==> src/rtl/calc_pkg.sv <==
// Shared command/response encodings and port FSM states for the
// multi-port calculator engine.
package calc_pkg;

    localparam logic [3:0] CMD_NOP = 4'd0;
    localparam logic [3:0] CMD_ADD = 4'd1;
    localparam logic [3:0] CMD_SUB = 4'd2;
    localparam logic [3:0] CMD_SHL = 4'd5;
    localparam logic [3:0] CMD_SHR = 4'd6;

    localparam logic [1:0] RESP_NONE = 2'd0;
    localparam logic [1:0] RESP_OK   = 2'd1;
    localparam logic [1:0] RESP_OVF  = 2'd2;
    localparam logic [1:0] RESP_INV  = 2'd3;

    typedef enum logic [1:0] {
        ST_IDLE,
        ST_OP2,
        ST_PEND
    } port_state_t;

    function automatic logic is_known_cmd(input logic [3:0] cmd);
        return (cmd == CMD_ADD) || (cmd == CMD_SUB) ||
               (cmd == CMD_SHL) || (cmd == CMD_SHR);
    endfunction

endpackage

==> src/rtl/calc_multi_engine_if.sv <==
// Request/response bundle of the calculator engine. Vectors are MSB-first:
// port p owns the slice starting at p*width.
interface calc_multi_engine_if #(
    parameter int NUM_PORTS = 4,
    parameter int DATA_W    = 32
);
    logic [0:NUM_PORTS*4-1]      req_cmd_in;
    logic [0:NUM_PORTS*DATA_W-1] req_data_in;
    logic [0:NUM_PORTS*2-1]      out_resp;
    logic [0:NUM_PORTS*DATA_W-1] out_data;
    logic [0:NUM_PORTS-1]        busy;

    modport master (
        output req_cmd_in,
        output req_data_in,
        input  out_resp,
        input  out_data,
        input  busy
    );

    modport slave (
        input  req_cmd_in,
        input  req_data_in,
        output out_resp,
        output out_data,
        output busy
    );
endinterface

==> src/rtl/calc_rr_arbiter.sv <==
// Round-robin arbiter: at most one grant per cycle, the search starts at the
// priority pointer, which moves to granted+1 after every grant.
module calc_rr_arbiter #(
    parameter  int NUM_PORTS = 4,
    localparam int IDX_W     = (NUM_PORTS > 1) ? $clog2(NUM_PORTS) : 1
) (
    input  logic                 c_clk,
    input  logic                 reset,
    input  logic [NUM_PORTS-1:0] req,
    input  logic                 advance,
    output logic [NUM_PORTS-1:0] grant,
    output logic [IDX_W-1:0]     grant_idx
);

    logic [IDX_W-1:0] ptr;
    logic [IDX_W-1:0] idx_v;
    logic             found;

    // NOTE: every variable gets a default before the search loop so no path
    // leaves one unassigned and no latch is inferred.
    always_comb begin
        grant     = '0;
        grant_idx = '0;
        found     = 1'b0;
        idx_v     = '0;
        for (int i = 0; i < NUM_PORTS; i++) begin
            idx_v = IDX_W'((int'(ptr) + i) % NUM_PORTS);
            if (advance && !found && req[idx_v]) begin
                grant[idx_v] = 1'b1;
                grant_idx    = idx_v;
                found        = 1'b1;
            end
        end
    end

    always_ff @(posedge c_clk) begin
        if (reset) begin
            ptr <= '0;
        end else if (found) begin
            ptr <= (int'(grant_idx) == NUM_PORTS - 1) ? '0 : grant_idx + IDX_W'(1);
        end
    end

endmodule

==> src/rtl/calc_multi_engine.sv <==
// NUM_PORTS independent two-cycle request ports sharing one registered ALU
// through a round-robin arbiter; each result is a one-cycle response pulse.
module calc_multi_engine
    import calc_pkg::*;
#(
    parameter int NUM_PORTS = 4,
    parameter int DATA_W    = 32,
    parameter int SHIFT_W   = $clog2(DATA_W)
) (
    input  logic         c_clk,
    input  logic         reset,
    calc_multi_engine_if.slave bus
);

    localparam int IDX_W = (NUM_PORTS > 1) ? $clog2(NUM_PORTS) : 1;

    logic [3:0]        cmd_q [NUM_PORTS];
    logic [DATA_W-1:0] op1_q [NUM_PORTS];
    logic [DATA_W-1:0] op2_q [NUM_PORTS];

    logic [NUM_PORTS-1:0] pend;
    logic [NUM_PORTS-1:0] grant;
    logic [IDX_W-1:0]     grant_idx;

    for (genvar p = 0; p < NUM_PORTS; p++) begin : g_port
        port_state_t       state;
        logic              busy_r;
        logic [3:0]        cmd_r;
        logic [DATA_W-1:0] op1_r;
        logic [DATA_W-1:0] op2_r;
        logic [3:0]        cmd_in;
        logic [DATA_W-1:0] data_in;

        assign cmd_in  = bus.req_cmd_in[p*4 +: 4];
        assign data_in = bus.req_data_in[p*DATA_W +: DATA_W];

        // NOTE: sequential state uses non-blocking assignments so every port
        // and the arbiter see the same pre-edge values.
        always_ff @(posedge c_clk) begin
            if (reset) begin
                state  <= ST_IDLE;
                busy_r <= 1'b0;
            end else begin
                case (state)
                    ST_IDLE: begin
                        if (cmd_in != CMD_NOP) begin
                            state  <= ST_OP2;
                            busy_r <= 1'b1;
                        end
                    end
                    ST_OP2: state <= ST_PEND;
                    ST_PEND: begin
                        if (grant[p]) begin
                            state  <= ST_IDLE;
                            busy_r <= 1'b0;
                        end
                    end
                    default: begin
                        state  <= ST_IDLE;
                        busy_r <= 1'b0;
                    end
                endcase
            end
        end

        // NOTE: operand registers carry no reset; the FSM state decides
        // whether their contents are ever used.
        always_ff @(posedge c_clk) begin
            if (state == ST_IDLE && cmd_in != CMD_NOP) begin
                cmd_r <= cmd_in;
                op1_r <= data_in;
            end
            if (state == ST_OP2) begin
                op2_r <= data_in;
            end
        end

        assign cmd_q[p]    = cmd_r;
        assign op1_q[p]    = op1_r;
        assign op2_q[p]    = op2_r;
        assign pend[p]     = (state == ST_PEND);
        assign bus.busy[p] = busy_r;
    end

    calc_rr_arbiter #(
        .NUM_PORTS (NUM_PORTS)
    ) u_arb (
        .c_clk     (c_clk),
        .reset     (reset),
        .req       (pend),
        .advance   (!reset),
        .grant     (grant),
        .grant_idx (grant_idx)
    );

    logic [3:0]         g_cmd;
    logic [DATA_W-1:0]  g_op1;
    logic [DATA_W-1:0]  g_op2;
    logic [DATA_W:0]    sum;
    logic [SHIFT_W-1:0] amt;
    logic [1:0]         alu_resp;
    logic [DATA_W-1:0]  alu_data;

    assign g_cmd = cmd_q[grant_idx];
    assign g_op1 = op1_q[grant_idx];
    assign g_op2 = op2_q[grant_idx];
    assign sum   = {1'b0, g_op1} + {1'b0, g_op2};
    assign amt   = g_op2[SHIFT_W-1:0];

    always_comb begin
        alu_resp = RESP_INV;
        alu_data = '0;
        if (is_known_cmd(g_cmd)) begin
            case (g_cmd)
                CMD_ADD: begin
                    alu_resp = sum[DATA_W] ? RESP_OVF : RESP_OK;
                    alu_data = sum[DATA_W] ? '0 : sum[DATA_W-1:0];
                end
                CMD_SUB: begin
                    alu_resp = (g_op2 > g_op1) ? RESP_OVF : RESP_OK;
                    alu_data = (g_op2 > g_op1) ? '0 : g_op1 - g_op2;
                end
                CMD_SHL: begin
                    alu_resp = RESP_OK;
                    alu_data = g_op1 << amt;
                end
                CMD_SHR: begin
                    alu_resp = RESP_OK;
                    alu_data = g_op1 >> amt;
                end
                default: begin
                    alu_resp = RESP_INV;
                    alu_data = '0;
                end
            endcase
        end
    end

    logic [0:NUM_PORTS*2-1]      resp_r;
    logic [0:NUM_PORTS*DATA_W-1] data_r;

    // Every slice falls back to zero each cycle, so a response is a single pulse.
    always_ff @(posedge c_clk) begin
        if (reset) begin
            resp_r <= '0;
            data_r <= '0;
        end else begin
            resp_r <= '0;
            data_r <= '0;
            for (int p = 0; p < NUM_PORTS; p++) begin
                if (grant[p]) begin
                    resp_r[p*2 +: 2]           <= alu_resp;
                    data_r[p*DATA_W +: DATA_W] <= alu_data;
                end
            end
        end
    end

    assign bus.out_resp = resp_r;
    assign bus.out_data = data_r;

endmodule

==> src/flat_wrapper.sv <==
// flat-port wrapper written by rule: the top's interface ports become plain ports
module calc_multi_engine_flat import calc_pkg::*;
#(
    parameter int NUM_PORTS = 4,
    parameter int DATA_W    = 32,
    parameter int SHIFT_W   = $clog2(DATA_W)
)
  (c_clk, reset, bus_req_cmd_in, bus_req_data_in, bus_out_resp, bus_out_data, bus_busy);
  calc_multi_engine_if #(.NUM_PORTS(NUM_PORTS), .DATA_W(DATA_W)) bus_i ();
  input  logic c_clk;
  input  logic reset;
  input wire logic [$bits(bus_i.req_cmd_in)-1:0] bus_req_cmd_in;
  input wire logic [$bits(bus_i.req_data_in)-1:0] bus_req_data_in;
  output wire logic [$bits(bus_i.out_resp)-1:0] bus_out_resp;
  output wire logic [$bits(bus_i.out_data)-1:0] bus_out_data;
  output wire logic [$bits(bus_i.busy)-1:0] bus_busy;
  assign bus_i.req_cmd_in = bus_req_cmd_in;
  assign bus_i.req_data_in = bus_req_data_in;
  assign bus_out_resp = bus_i.out_resp;
  assign bus_out_data = bus_i.out_data;
  assign bus_busy = bus_i.busy;
  calc_multi_engine #(.NUM_PORTS(NUM_PORTS), .DATA_W(DATA_W), .SHIFT_W(SHIFT_W)) u_core (.c_clk(c_clk), .reset(reset), .bus(bus_i));
endmodule
==> config.mk <==
export PLATFORM = sky130hd
export DESIGN_NAME = calc_multi_engine_flat
export DESIGN_NICKNAME = d
export VERILOG_FILES = /design/src/rtl/calc_pkg.sv /design/src/rtl/calc_multi_engine_if.sv /design/src/rtl/calc_rr_arbiter.sv /design/src/rtl/calc_multi_engine.sv /design/src/flat_wrapper.sv
export SDC_FILE = /design/constraint.sdc
export NUM_CORES = 1
export LEC_CHECK = 0
export BUFFER_PORTS_ARGS = -buffer_cell sky130_fd_sc_hd__buf_2
export CAP_MARGIN = 15
export CELL_PAD_IN_SITES_DETAIL_PLACEMENT = 0
export CELL_PAD_IN_SITES_GLOBAL_PLACEMENT = 1
export CORE_MARGIN = 4
export CORE_UTILIZATION = 49
export DETAILED_ROUTE_END_ITERATION = 10
export PLACE_DENSITY = 0.86
export SLEW_MARGIN = 10
export SYNTH_ARGS = -nofsm -noshare
export SYNTH_HDL_FRONTEND = slang
export SYNTH_SLANG_ARGS = --single-unit
==> constraint.sdc <==
create_clock -name c_clk -period 21.4 [get_ports c_clk]
set_input_delay 6.42 -clock c_clk [delete_from_list [all_inputs] [get_ports c_clk]]
set_output_delay 6.42 -clock c_clk [all_outputs]
set_load 0.01 [all_outputs]
==> impl_metrics.yaml <==
run_status:
  status: "finished clean"
global_route:
  grt_use_total: 0.368
  antenna_found_initial: 1
  grt_overflow: 0
  grt_pass1_wl_mm: 138
  grt_max_degree: 79
  grt_pass1_vias: 20300
route:
  routed_wl_mm: 96.8
  drcViolationCount: 0
  drtPass1Iterations: 8
  wire_per_inst_um: 30.7
  postRouteAntennaNets: 0
  vias: 21400
  drt-initial-drc-count: 3242
  via_per_inst: 6.79
run:
  cap_violations: 0
die:
  row_count: 79
  coreArea_mm2: 0.0465
  fp.dieW_um: 224
  ios: 286
  fp.dieArea_mm2: 0.0504
  start_util: 0.494
  die_h_um: 224
logic_synthesis:
  synth_edf_count: 272
  syn-mean-instance-area_um2: 9.96
  syn_inst: 2304
  ys_async_sr_fraction: 0
  synth_cell_types: 84
  synth_top_area_share: 0.356
  synth_area_leaders: "edfxtp_1, dfxtp_1, mux2i_1"
  yosysWarnings: 0
  ys_ff_latch: 422
  yosysSeqAreaShare: 0.487
  synth_ff_type: "edfxtp_1"
  synth_nets: 2526
  yosysTopAreaCell: "edfxtp_1"
  mappedNetlistArea_mm2: 0.0229
layout:
  layout_common_cells: "buf_2, edfxtp_1, a21oi_1, dfxtp_1, nor2_1"
  finalNetCount: 2744
  area_delta_synth_final_pct: 14.5
  final_common_cell: "buf_2"
  drive_gt1_frac: 0.180
sta:
  clock-skew-final_ps: 22.5
  max_freq_ghz: 0.0662
  min_period_ps: 15110
  setup_viol: 0
  slew_headroom: 0.174
  finalSetupTns_ps: 0
  hold_viol: 0
  drv_slew: 0
  rsz0062_at_grt: "no"
  worst_pin_slew_ps: 1230
  period_share: 0.706
placement:
  gp_congestion: 1.08
  hpwl_mm: 72.9
  port_buffers: 285
worst_setup_path:
  crit_arrival_ps: 15510
  crit_fanout: 71
  startpoint_type: "primary input"
  cp-end-kind: "flip-flop"
  worstSetupStartpoint: "reset"
  cp.required_ps: 21800
  rr_startpoint: "u_core.u_arb.ptr[0]$_SDFFE_PP0P_"
  critical_path_class: "in2reg"
clocking:
  cts_resized: 0
  numClockSinks: 422
  clock-root-buffer: "clkbuf_16"
  cts_tree: "done"
  hold_buffers: 0
  clk_latency_ps: 570
  cts.htree.levels: 2
  path_clk_slew_ps: 60
  cts_setup_buffers: 0
  clockBufferDepth: 3
  numCtsBuffers: 40
min_path:
  hold_start: "u_core.g_port[0].busy_r$_SDFFE_PP0P_"
  hold_class: "reg2reg"
## worst max-delay path, cell delays in order
cell and delay, ps:
buf_2 250, nor4_4 960, a211o_2 230, buf_4 610, nand3_1 180, nand3_1 560, nand2_2 630, buf_4 510
inv_2 110, buf_4 590, fa_1 320, nor2b_1 170, o21ai_0 130, a32oi_1 490, a211oi_1 240, o31ai_1 440
a21oi_1 200, o21ai_0 400, or4_1 230, buf_4 360, o22ai_1 240, a311oi_1 900, a21oi_1 170
## Yosys cell counts (all sizes together) (75+ instances only)
master / count
a21oi: 242
nor2: 146
buf: 82
nor3: 75
dfxtp: 150
edfxtp: 272
mux2i: 133
inv: 99
a211oi: 82
nand2: 101
nand3: 135
o21ai: 141
clkbuf: 77
## layout make-up
type / instances / area, µm²
fillers: 4066 / 20200
clock buffers: 46 / 1040
clock inverters: 22 / 199
well taps: 607 / 759
multi-input cells: 1622 / 10900
diodes: 1 / 2.50
repair buffers: 335 / 1800
inverters: 101 / 379
flip-flops and latches: 422 / 11200
## flip-flops by register name, summed over array words and instances, names as in the netlist
signal                count
u_core.bus.out_data     128
u_core.g_port.op1_r     128
u_core.g_port.op2_r     128
u_core.g_port.cmd_r      16
u_core.g_port.busy_r      4
u_core.u_arb.ptr          2
u_core.bus.out_resp       8
u_core.g_port.state       8
## final timing paths
| path | end | slack [ps] | cells past startpoint |
|---|---|---|---|
| max | u_core.bus.out_data[96]$_SDFF_PP0_ | 6290 | 23 |
| min | u_core.g_port[0].busy_r$_SDFFE_PP0P_ | 510 | 2 |
| max reg2reg | u_core.bus.out_data[96]$_SDFF_PP0_ | 10350 | 25 |
| min reg2reg | u_core.g_port[0].busy_r$_SDFFE_PP0P_ | 510 | 2 |
## metrics by stage
stage                     hold slack (ps)  std cells  worst slack (ps)  cell area, µm²  utilization
after floorplan                       470       2304              9030           22900            -
after global placement                489       3086              6380           25000        0.539
after detailed placement              500       3087              6040           25000        0.539
after CTS                             519       3155              6610           26300        0.565
after global routing                  550       3155              5910           26300        0.565
final                                 513       3156              6290           26300        0.566
## cell families (layout without fill, tap and decap cells)
family	Yosys count	count (layout)	synth area share
AO/OA/AOI/OAI	813	813	0.233
adder cells (fa/ha/maj)	76	76	0.0421
other	0	1	0
buffers and inverters	260	504	0.0459
multiplexers	148	148	0.0673
XOR/XNOR	12	12	0.00458
flip-flops	422	422	0.487
AND/OR/NAND/NOR	573	573	0.121
## metal layers
metal / track usage / part of all wire / up-vias
met5: 0 / 0 / -
met4: 0.192 / 0.061 / 0
met3: 0.0790 / 0.11 / 260
met2: 0.557 / 0.44 / 1487
met1: 0.502 / 0.39 / 10400
li1: - / - / 9296
Power is not shown: default switching activity piles up to over one toggle a cycle in this logic, so the estimate is an artifact.
